File: src/rtl/contador_crescente.sv
// Modulo-MODULO up-counter with an enable prescaler, synchronous saturating load,
// same-cycle carry and a registered wrap pulse. Define CONTADOR_DISPLAY_EN to add a 7-segment output.
module contador_crescente #(
    parameter int WIDTH  = 3,
    parameter int MODULO = 8,
    parameter int DIV    = 1
) (
    input  logic             clk1,
    input  logic             clr,
    input  logic             en,
    input  logic             load,
    input  logic [WIDTH-1:0] d,
    output logic [WIDTH-1:0] Q,
    output logic             cout,
    output logic             tc
`ifdef CONTADOR_DISPLAY_EN
    ,
    output logic [6:0]       seg
`endif
);

    localparam int               PW     = (DIV > 1) ? $clog2(DIV) : 1;
    localparam logic [PW-1:0]    P_LAST = PW'(DIV - 1);
    localparam logic [WIDTH-1:0] Q_LAST = WIDTH'(MODULO - 1);

    logic [WIDTH-1:0] count_q, count_d;
    logic [PW-1:0]    pre_q, pre_d;
    logic             tc_q, tc_d;
    logic             at_last;
    logic             step;

    // NOTE: every combinational output gets a default first so no path can infer a latch;
    // blocking assignments are correct here because this block holds no state.
    always_comb begin
        count_d = count_q;
        pre_d   = pre_q;
        tc_d    = 1'b0;
        at_last = (count_q == Q_LAST);
        step    = en & ~load & (pre_q == P_LAST);
        cout    = step & at_last;

        if (load) begin
            count_d = (d > Q_LAST) ? Q_LAST : d;
            pre_d   = '0;
        end else if (step) begin
            // The wrap test comes first, so the increment can never overflow WIDTH bits.
            count_d = at_last ? '0 : count_q + 1'b1;
            pre_d   = '0;
            tc_d    = at_last;
        end else if (en) begin
            pre_d   = pre_q + 1'b1;
        end
    end

    // NOTE: sequential state uses non-blocking assignments so all flops sample
    // pre-edge values regardless of statement order.
    always_ff @(posedge clk1 or negedge clr) begin
        if (!clr) begin
            count_q <= '0;
            pre_q   <= '0;
            tc_q    <= 1'b0;
        end else begin
            count_q <= count_d;
            pre_q   <= pre_d;
            tc_q    <= tc_d;
        end
    end

    assign Q  = count_q;
    assign tc = tc_q;

`ifdef CONTADOR_DISPLAY_EN
    logic [3:0] nibble;
    logic [6:0] seg_q, seg_d;

    if (WIDTH >= 4) begin : g_nib_wide
        assign nibble = count_q[3:0];
    end else begin : g_nib_narrow
        assign nibble = {{(4 - WIDTH){1'b0}}, count_q};
    end

    // Active-low segments, bit order {g,f,e,d,c,b,a}.
    function automatic logic [6:0] hex_to_seg(input logic [3:0] v);
        logic [6:0] s;
        case (v)
            4'h0: s = 7'h40;
            4'h1: s = 7'h79;
            4'h2: s = 7'h24;
            4'h3: s = 7'h30;
            4'h4: s = 7'h19;
            4'h5: s = 7'h12;
            4'h6: s = 7'h02;
            4'h7: s = 7'h78;
            4'h8: s = 7'h00;
            4'h9: s = 7'h10;
            4'hA: s = 7'h08;
            4'hB: s = 7'h03;
            4'hC: s = 7'h46;
            4'hD: s = 7'h21;
            4'hE: s = 7'h06;
            default: s = 7'h0E;
        endcase
        return s;
    endfunction

    always_comb begin
        seg_d = hex_to_seg(nibble);
    end

    // Decoding the current count and registering it puts seg one cycle behind Q.
    always_ff @(posedge clk1 or negedge clr) begin
        if (!clr) begin
            seg_q <= 7'h7F;
        end else begin
            seg_q <= seg_d;
        end
    end

    assign seg = seg_q;
`endif

endmodule

File: config.mk
export PLATFORM = sky130hd
export DESIGN_NAME = contador_crescente
export DESIGN_NICKNAME = d
export VERILOG_FILES = /design/src/rtl/contador_crescente.sv
export SDC_FILE = /design/constraint.sdc
export NUM_CORES = 1
export LEC_CHECK = 0
export BUFFER_PORTS_ARGS = -buffer_cell sky130_fd_sc_hd__buf_2
export CAP_MARGIN = 40
export CORE_AREA = 4 4 41 43
export DETAILED_ROUTE_END_ITERATION = 8
export DIE_AREA = 0 0 45 47
export SLEW_MARGIN = 10
export SYNTH_ARGS = -nofsm -noshare
export SYNTH_HDL_FRONTEND = slang
export SYNTH_SLANG_ARGS = --single-unit
File: constraint.sdc
create_clock -name clk1 -period 1.6 [get_ports clk1]
set_clock_uncertainty 0.15 [all_clocks]
set_input_delay 0.08 -clock clk1 [delete_from_list [all_inputs] [get_ports clk1]]
set_output_delay 0.08 -clock clk1 [all_outputs]
set_load 0.03 [all_outputs]
==> results.md <==
* R2R depth at 6
* GP Congestion at 0.6551
* Mapped cell area at 266.5 sq um
* Setup TNS at 0 ns
* Total Die Area at 2115 sq um
* Nets@finish at 58
* Initial Utilization at 20.48%
* Final Hold Vio Count at 0
* CP delay by family, top: flip-flops
* Pleak at 0.2361 nW
* Final ANT Viol Nets at 0
* Routed len/inst at 10.35 microns
* Hpwl dp at 445.3 microns
* Clk_lat worst skew at 0.24 ns
* RSZ-0062 raised after global routing: no
* Final Core Density at 36.25%
* Hold slack at 0.02460 ns
* Max VDD drop at 0.3496 mV
* Post-synthesis sequential area ratio at 46.95%
* Buf/Inv on CP at 1
* Slew HR at 88.47%
* Syn Nets at 32
* Final Max Tran Viols at 0
* Top post-synthesis cells by area: dfrtp_1 47%, ha_1 9.4%, nor3b_1 8.5%, mux2i_1 7.5%, nand2b_4 5.2%
* Setup ws final at 0.05993 ns
* Final Cycle Share at 96.25%
* Pwr Density at 856.3 nW/um^2
* Share of cells above drive strength 1 at 47.92%
* TritonCTS clock tree: yes
* Distinct cells, synth at 12
* Final setup viols at 0
* Root buffer cell: clkbuf_4
* Setup CP Type: reg -> out
* CP endpoint kind: primary output
* CTS sink count at 5
* Row Count at 13
* IO Port Bufs at 11
* Most frequent cells in the layout: 10 x buf_2, 7 x dlygate4sd3_1, 5 x dfrtp_1, 5 x buf_4
* Ant. Diodes at 0
* Most common cell after layout, fill and taps aside: buf_2
* CORE AREA at 1301 sq um
* # placed instances at 48
* Global-route wire length before repair at 1.173 mm
* Final Non-Filler Cells at 63
* Synthesized instance count at 23
* GR Util met2 at 11.86%
* # H-tree levels at 1
* Yosys top cell area share at 46.95%
* Met3 Use GR at 4.598%
* Tot GR Track Use at 8.016%
* Crit-path cells: ha_1 > ha_2 > nor3b_2 > buf_4
* Max incr delay on CP at 0.38 ns
* Grt ovf at 0
* Final WL at 652 microns
* Antenna violations before repair at 0
* Drt drc at 0
* Largest net degree at the start of global routing at 10
* Post-layout minimum cycle time at 1.540 ns
* DR pass1 iterations at 2
* Initial DRC Count at 2
* Critical Path Fanout Max at 3
* Slowest cell on crit path: dfrtp_1
* Mapped Avg Cell Area at 11.59 sq um
* Worst min-delay path class: in -> async
* Die height at 47 microns
* Vias in the first global route at 286
* Busiest grt layer: met2
* Vias per cell at 4.270
* Critical path required time at 1.37 ns
* Least-Margin Pin Slew at 0.1730 ns
* Number of max-cap violations at 0
* Outcome: finished clean
* Yosys warns at 0
* Area leader, netlist: dfrtp_1
* TritonCTS Buffers at 3
* Clk slew on worst S/H paths at 0.04 ns
* Fmax at 649.3 MHz
* Die width at 45 microns
* Pre-CTS WS at 0.1541 ns
* Crit path launch type: flop
* Top Ports at 12
* Count of state elements after synthesis at 5
* Critical path depth in cells at 4
* Clock Path Buffers at 2
* Crit path DAT at 1.31 ns
* Layout area overhead at 76.99%
* Vias at 269
* Grt met1 use at 9.447%
cell type report:
| type | count | area [sq um] |
|---|---|---|
| clock buffer | 4 | 26.28 |
| fill | 138 | 829.5 |
| multi-input combinational | 17 | 143.9 |
| sequential | 5 | 125.1 |
| tap | 15 | 18.77 |
| timing repair buffer | 22 | 157.7 |
routing by layer:
metal  routed length, microns  share of wire (%)
met1                      293                 45
met2                      312                 48
met3                       45                6.9
met4                        0                  0
met5                        0                  0
report_power, final:
part	switching (mW)	internal, mW
Clock	0.0510	0.0942
Combinational	0.0593	0.0554
Sequential	0.00711	0.137
cell usage after synthesis:
library cell and n:
a21oi_2 1, and4bb_1 1, buf_2 1, dfrtp_1 5
ha_1 2, mux2i_1 2, nand2_1 3, nand2b_4 1
nor2_1 1, nor3b_1 3, o21ai_1 2, o21ai_2 1
path summary, 6_finish.rpt:
check,to,from,slack [ns]
min reg2reg,Q[2]$_DFFE_PN0P_,Q[2]$_DFFE_PN0P_,0.47
max reg2reg,Q[1]$_DFFE_PN0P_,Q[0]$_DFFE_PN0P_,0.09
max in group asynchronous,Q[1]$_DFFE_PN0P_,clr,1.14
max,cout,Q[0]$_DFFE_PN0P_,0.06
min in group clk1,Q[1]$_DFFE_PN0P_,d[1],0.44
min,pre_q$_DFFE_PN0P_,clr,0.02
through the flow:
step	area (sq um)	power, mW
final	471.7	0.4039
after global placement	340.3	0.2324
after floorplan	271.5	0.2047
after detailed placement	340.3	0.2347
after CTS	454.2	0.4050
after global routing	471.7	0.4338
flip-flops by register name, indices dropped and copies added (netlist names):
name   cells
Q          3
pre_q      1
tc         1
logic make-up (layout without fill, tap and decap cells):
logic type               Yosys count  in the layout  share of synthesized area [%]
AO/OA/AOI/OAI                      4              4                          10.33
adder cells (fa/ha/maj)            2              2                          9.388
buffers and inverters              1             26                          1.876
flip-flops                         5              5                          46.95
multiplexers                       2              2                          7.512
AND/OR/NAND/NOR                    9              9                          23.94
what timing repair did:
| action | 4_1_cts | 5_1_grt |
|---|---|---|
| gates resized for setup | 1 | 1 |
| endpoints found under the setup margin | 1 | 1 |
| gates cloned | 0 | 0 |
| setup buffers | 2 | 2 |
| hold buffers | 7 | 0 |
| endpoints found under the hold margin | 10 | 0 |
worst register-to-register path: stages (launching register included):
cell and delay (ns):
dfrtp_1 0.38, ha_1 0.20, ha_2 0.18, buf_4 0.13
and4bb_1 0.26, a21oi_2 0.04, o21ai_2 0.09
Note: power is estimated with default switching activity, not from simulation.
